<file path="src/rtl/gpio_debounce.sv">
// gpio_debounce: 2-FF pin synchroniser plus per-pin tick-driven debounce filter, with an 8-word Avalon-MM CSR aperture and a filtered-change irq.
// Latency: pin -> RAW 2 clk, pin -> data_out 3 clk in bypass, or 2 clk plus P prescaler ticks when filtered; readdata is combinational.
// Backpressure: none; the bus completes every access in a single cycle. Define GPIO_DEBOUNCE_GLITCH_CNT_EN to build the GLITCH counter at offset 6.
module gpio_debounce #(
  parameter int               CNT_W        = 8,
  parameter int               PRE_W        = 16,
  parameter logic [CNT_W-1:0] PERIOD_RST   = 8'd4,
  parameter logic [PRE_W-1:0] PRESCALE_RST = 16'd49999
) (
  input  logic        clk,
  input  logic        reset,
  output logic        irq,
  input  logic [2:0]  address,
  input  logic [3:0]  byteenable,
  input  logic        chipselect,
  input  logic        read,
  input  logic        write,
  input  logic [31:0] writedata,
  output logic [31:0] readdata,
  input  logic [31:0] pin_in,
  output logic [31:0] data_out
);

  localparam logic [CNT_W-1:0] CNT_ONE = {{(CNT_W-1){1'b0}}, 1'b1};
  localparam logic [PRE_W-1:0] PRE_ONE = {{(PRE_W-1){1'b0}}, 1'b1};

  logic [31:0]      r_s1;
  logic [31:0]      r_s2;
  logic [31:0]      r_enable;
  logic [31:0]      r_data_out;
  logic [31:0]      r_changed;
  logic [CNT_W-1:0] r_period;
  logic [PRE_W-1:0] r_prescale;
  logic [PRE_W-1:0] r_pre_cnt;
  logic [CNT_W-1:0] r_cnt [32];

  logic [31:0]      w_be_mask;
  logic             w_wr;
  logic             w_tick;
  logic [CNT_W-1:0] w_p_m1;
  logic [31:0]      w_dout_nxt;
  logic [CNT_W-1:0] w_cnt_nxt [32];
  logic [31:0]      w_changed_clr;
  logic [31:0]      w_enable_wr;
  logic [CNT_W-1:0] w_period_wr;
  logic [PRE_W-1:0] w_prescale_wr;
  logic [31:0]      w_period_ext;
  logic [31:0]      w_prescale_ext;

  assign w_wr      = chipselect & write;
  assign w_be_mask = {{8{byteenable[3]}}, {8{byteenable[2]}}, {8{byteenable[1]}}, {8{byteenable[0]}}};
  assign w_tick    = (r_pre_cnt == r_prescale);
  assign data_out  = r_data_out;
  assign irq       = |r_changed;

  // Byte-lane merge of the write data into each writable register
  always_comb begin
    w_enable_wr   = (r_enable & ~w_be_mask) | (writedata & w_be_mask);
    w_period_wr   = (r_period & ~w_be_mask[CNT_W-1:0]) | (writedata[CNT_W-1:0] & w_be_mask[CNT_W-1:0]);
    w_prescale_wr = (r_prescale & ~w_be_mask[PRE_W-1:0]) | (writedata[PRE_W-1:0] & w_be_mask[PRE_W-1:0]);
    w_changed_clr = (w_wr && address == 3'd5) ? (writedata & w_be_mask) : 32'd0;
  end

  // Zero-extend the narrow config registers for readback
  always_comb begin
    w_period_ext                = 32'd0;
    w_period_ext[CNT_W-1:0]     = r_period;
    w_prescale_ext              = 32'd0;
    w_prescale_ext[PRE_W-1:0]   = r_prescale;
  end

  // Effective threshold P-1 where P = max(PERIOD, 1)
  always_comb begin
    w_p_m1 = (r_period == '0) ? '0 : (r_period - CNT_ONE);
  end

  // Per-pin filter next state: bypass follows s2, enabled pins need P ticks of continuous mismatch
  always_comb begin
    w_dout_nxt = r_data_out;
    for (int i = 0; i < 32; i++) begin
      w_cnt_nxt[i] = r_cnt[i];
      if (!r_enable[i]) begin
        w_dout_nxt[i] = r_s2[i];
        w_cnt_nxt[i]  = '0;
      end else if (r_s2[i] == r_data_out[i]) begin
        w_cnt_nxt[i]  = '0;
      end else if (w_tick) begin
        if (r_cnt[i] >= w_p_m1) begin
          w_dout_nxt[i] = r_s2[i];
          w_cnt_nxt[i]  = '0;
        end else begin
          w_cnt_nxt[i]  = r_cnt[i] + CNT_ONE;
        end
      end
    end
  end

  // Two-flop synchroniser for the asynchronous pins
  always_ff @(posedge clk) begin
    if (reset) begin
      r_s1 <= 32'd0;
      r_s2 <= 32'd0;
    end else begin
      r_s1 <= pin_in;
      r_s2 <= r_s1;
    end
  end

  // Free-running prescaler; a shrunk PRESCALE below the count wraps through the full width
  always_ff @(posedge clk) begin
    if (reset) begin
      r_pre_cnt <= '0;
    end else if (w_tick) begin
      r_pre_cnt <= '0;
    end else begin
      r_pre_cnt <= r_pre_cnt + PRE_ONE;
    end
  end

  // Configuration registers written through the bus
  always_ff @(posedge clk) begin
    if (reset) begin
      r_enable   <= 32'd0;
      r_period   <= PERIOD_RST;
      r_prescale <= PRESCALE_RST;
    end else if (w_wr) begin
      if (address == 3'd0) r_enable   <= w_enable_wr;
      if (address == 3'd1) r_period   <= w_period_wr;
      if (address == 3'd2) r_prescale <= w_prescale_wr;
    end
  end

  // Filtered output and per-pin stability counters
  always_ff @(posedge clk) begin
    if (reset) begin
      r_data_out <= 32'd0;
      for (int i = 0; i < 32; i++) r_cnt[i] <= '0;
    end else begin
      r_data_out <= w_dout_nxt;
      for (int i = 0; i < 32; i++) r_cnt[i] <= w_cnt_nxt[i];
    end
  end

  // Sticky change flags; a new change in the clearing cycle keeps the bit set
  always_ff @(posedge clk) begin
    if (reset) begin
      r_changed <= 32'd0;
    end else begin
      r_changed <= (r_changed & ~w_changed_clr) | (r_data_out ^ w_dout_nxt);
    end
  end

`ifdef GPIO_DEBOUNCE_GLITCH_CNT_EN
  logic [31:0] r_glitch;
  logic [31:0] w_cnt_nz;
  logic        w_abort;

  // An enabled pin whose counter was running and now matches again is an aborted transition
  always_comb begin
    for (int i = 0; i < 32; i++) w_cnt_nz[i] = (r_cnt[i] != '0);
    w_abort = |(r_enable & w_cnt_nz & ~(r_s2 ^ r_data_out));
  end

  // Saturating glitch counter, any write to its offset clears it (clear beats increment)
  always_ff @(posedge clk) begin
    if (reset) begin
      r_glitch <= 32'd0;
    end else if (w_wr && address == 3'd6) begin
      r_glitch <= 32'd0;
    end else if (w_abort && r_glitch != 32'hFFFF_FFFF) begin
      r_glitch <= r_glitch + 32'd1;
    end
  end
`endif

  // Combinational read mux, zero when not reading
  always_comb begin
    readdata = 32'd0;
    if (read && chipselect) begin
      case (address)
        3'd0:    readdata = r_enable;
        3'd1:    readdata = w_period_ext;
        3'd2:    readdata = w_prescale_ext;
        3'd3:    readdata = r_s2;
        3'd4:    readdata = r_data_out;
        3'd5:    readdata = r_changed;
`ifdef GPIO_DEBOUNCE_GLITCH_CNT_EN
        3'd6:    readdata = r_glitch;
`endif
        default: readdata = 32'd0;
      endcase
    end
  end

endmodule

</file>
<file path="config.mk">
export PLATFORM = sky130hd
export DESIGN_NAME = gpio_debounce
export DESIGN_NICKNAME = d
export VERILOG_FILES = /design/src/rtl/gpio_debounce.sv
export SDC_FILE = /design/constraint.sdc
export NUM_CORES = 1
export LEC_CHECK = 0
export BUFFER_PORTS_ARGS = -buffer_cell sky130_fd_sc_hd__buf_2
export CAP_MARGIN = 20
export CELL_PAD_IN_SITES_DETAIL_PLACEMENT = 0
export CELL_PAD_IN_SITES_GLOBAL_PLACEMENT = 1
export CORE_MARGIN = 2
export CORE_UTILIZATION = 48
export DETAILED_ROUTE_END_ITERATION = 8
export PLACE_DENSITY_LB_ADDON = 0.1
export SYNTH_ARGS = -nofsm -noshare
export SYNTH_HDL_FRONTEND = slang
export SYNTH_SLANG_ARGS = --single-unit
export TNS_END_PERCENT = 10
</file>
<file path="constraint.sdc">
create_clock -name clk -period 5.1 [get_ports clk]
set_input_delay 0.255 -clock clk [delete_from_list [all_inputs] [get_ports clk]]
set_output_delay 0.255 -clock clk [all_outputs]
set_load 0.02 [all_outputs]
</file>
==> PnR_summary.wiki <==
{| class="wikitable"
! Metric !! Value
|-
| Area growth from synthesis to final layout || 15.4%
|-
| Highest fanout seen on the critical path || 26
|-
| Setup Skew || 0.0245 ns
|-
| CP most frequent cell || ha_1
|-
| Total CTS buffers || 52
|-
| Critical path type || reg -> reg
|-
| Total Routed Length || 74.2 mm
|-
| TritonCTS clock tree || built
|-
| Most frequent cells in the layout || dfxtp_1, nor2_1, ha_1, nand2_1, xor2_1
|-
| Commonest non-fill, non-tap cell in the layout || dfxtp_1
|-
| Total of flip-flops plus latches after synthesis || 456
|-
| Hold_buf cts || 64
|-
| Setup-violating endpoint count in the final report || 0
|-
| Count of max-cap constraint violations || 0
|-
| Width of the die || 233 um
|-
| Clock insertion delay at the later pin of the skew report || 0.61 ns
|-
| CTS Sinks || 456
|-
| Number of flops mapped to enable cells by yosys || 0
|-
| Unrepaired setup endpoints after global routing || false
|-
| Buf+Inv Stages, Crit Path || 1
|-
| Number of vias per cell after detailed routing || 5.69
|-
| CP Capture Type || flip-flop
|-
| Portion of the post-synthesis area used by sequential elements || 36.2%
|-
| Delay-heaviest family, CP || simple AND/OR/NAND/NOR gates
|-
| Top FF cell, synth || dfxtp_1
|-
| Synthesis warning total || 0
|-
| Length of the first detailed-routing pass in iterations || 5
|-
| Wire length of the first global-routing pass || 116 mm
|-
| Status || finished clean
|-
| Number of H-tree branching levels || 2
|-
| Overall track demand over capacity in global routing || 27.3%
|-
| Die Outline Area || 54400 um^2
|-
| Number of gates given a new drive strength after cts || 0
|-
| Top-Level Pins || 141
|-
| Number of vias after detailed routing || 21.4k
|-
| CP Data Arrival Time || 4.81 ns
|-
| Period minus WS final || 4.32 ns
|-
| Starting DRC count in detailed routing || 1391
|-
| Largest net degree at the start of global routing || 111
|-
| Clock-pin slew on the worst setup and hold paths || 0.06 ns
|-
| Mean cell area of the mapped netlist || 8.88 um^2
|-
| Mapped Nets || 3206
|-
| Max stage delay cell, worst path || and2_2
|-
| Critical path data required time || 5.59 ns
|-
| Worst-case clock buffer depth || 3
|-
| Async set-reset flop share out of synthesis || 0%
|-
| Root buf cell || clkbuf_16
|-
| WHS || 0.0485 ns
|-
| Initial antenna violation count || 4
|-
| Detailed Place HPWL || 50.8 mm
|-
| Die Height || 233 um
|-
| Antenna-violating nets left || 0
|-
| Total setup buffers inserted after CTS || 0
|-
| Fraction of final layout cells sized beyond drive strength 1 || 10.1%
|-
| Crit-path max cell delay || 0.58 ns
|-
| Standard-cell rows || 83
|-
| Aggregate negative setup slack || 0 ns
|-
| Placer's final routability congestion estimate || 0.861
|-
| Leakage power || 11.5 nW
|-
| Initial core utilization || 48.8%
|-
| Worst-case vdd ir drop || 0.228 mV
|-
| DRC errors left || 0
|-
| List of cells traversed by the critical path || inv_1 -> ha_1 -> nor2b_1 -> nand3b_1 -> or3_1 -> and2_2 -> ha_1 -> nand2b_1 -> a211oi_1 -> o21bai_1 -> a221oi_1 -> o21ai_0 -> a32o_1
|-
| Fill cells || 4656
|-
| Relative slew slack || 34.7%
|-
| Max Slew Vio Count || 0
|-
| Overflow left after global routing || 0
|-
| Power after layout || 7.82 mW
|-
| Fin nets || 3398
|-
| Port-buffer cells || 140
|-
| Number of failing hold endpoints at the final stage || 0
|-
| Average wire per standard cell || 19.8 um
|-
| Hold Path Class || in -> reg
|-
| Number of unique standard cell types used by synthesis || 53
|-
| Post-Syn Area || 25200 um^2
|-
| Category of the worst setup path launch point || flip-flop
|-
| Share of the cycle needed by the critical path after routing || 84.7%
|-
| HP Start || reset
|-
| Number of global-route vias before repair || 20.7k
|-
| Achievable Freq || 231 MHz
|-
| Transition time of the tightest slew-check pin || 0.980 ns
|-
| Synthesized instance count || 2840
|-
| Total power density per cell area || 269 nW/um^2
|-
| CORE AREA || 51600 um^2
|}
==> Yosys cell counts, types with 19 or more instances <==
master | n | share of area (%)
a211oi_1 | 24 | 0.71
a21o_1 | 27 | 0.80
a21oi_1 | 103 | 2.0
a221oi_1 | 22 | 0.76
a22oi_1 | 31 | 0.92
a31oi_1 | 22 | 0.55
and3_1 | 64 | 1.6
buf_2 | 28 | 0.56
clkbuf_1 | 64 | 0.95
dfxtp_1 | 456 | 36
ha_1 | 290 | 14
inv_1 | 59 | 0.88
mux2i_1 | 78 | 3.1
nand2_1 | 245 | 3.6
nand2b_1 | 23 | 0.57
nand3_1 | 98 | 1.9
nand4_1 | 132 | 3.3
nor2_1 | 398 | 5.9
nor2b_1 | 90 | 2.2
nor3_1 | 22 | 0.44
o21a_1 | 19 | 0.57
o21ai_0 | 41 | 0.81
o21ai_1 | 19 | 0.38
o31ai_1 | 19 | 0.57
xnor2_1 | 99 | 3.4
xor2_1 | 187 | 6.5
==> through the flow <==
stage | cells | util, % | setup WS [ns] | instance area [um^2]
6_report | 3755 | 56.4 | 0.779 | 29100
3_3_place_gp | 3594 | 51.9 | 0.995 | 26800
2_1_floorplan | 2840 | - | 0.780 | 25200
5_1_grt | 3754 | 56.4 | 0.451 | 29100
4_1_cts | 3753 | 56.4 | 0.730 | 29100
3_5_place_dp | 3594 | 51.9 | 0.765 | 26800
==> worst paths after layout <==
path | end | slack, ns | cells past startpoint
worst max-delay path | r_changed[21] | 0.78 | 13
worst min-delay path | data_out[22] | 0.05 | 2
worst max register to register | r_changed[21] | 0.78 | 13
worst min register to register | r_s2[22] | 0.43 | 1
==> report_power, final <==
part	switching, mW	total, mW	internal, mW
Combinational	0.249	0.424	0.175
Sequential	0.0571	3.68	3.62
Clock	1.56	3.72	2.16
Total	1.87	7.82	5.95
==> area by class of cell <==
type | instances | area [um^2] | share of cell area, %
Inverter | 59 | 221 | 0.761
Tap cell | 680 | 851 | 2.92
Multi-Input combinational cell | 2224 | 15500 | 53.2
Timing Repair Buffer | 239 | 1720 | 5.92
Sequential cell | 456 | 9130 | 31.4
Antenna cell | 2 | 5.00 | 0.0172
Clock inverter | 16 | 116 | 0.400
Clock buffer | 79 | 1560 | 5.38
==> layer usage <==
layer	share of wire [%]	global-route usage, %
met2	45	44.0
met1	47	37.0
met4	3.2	9.69
met3	4.7	3.86
met5	0	0
==> kinds of logic after synthesis <==
| group | count (synthesis) | share of synthesized area [%] |
|---|---|---|
| simple gates | 1142 | 21.9 |
| flops | 456 | 36.2 |
| compound gates | 417 | 11.4 |
| fa+ha+maj | 290 | 14.4 |
| xor+xnor | 286 | 9.93 |
| buf+inv | 160 | 2.61 |
| mux | 89 | 3.63 |
(Power assumes the default switching activity.)
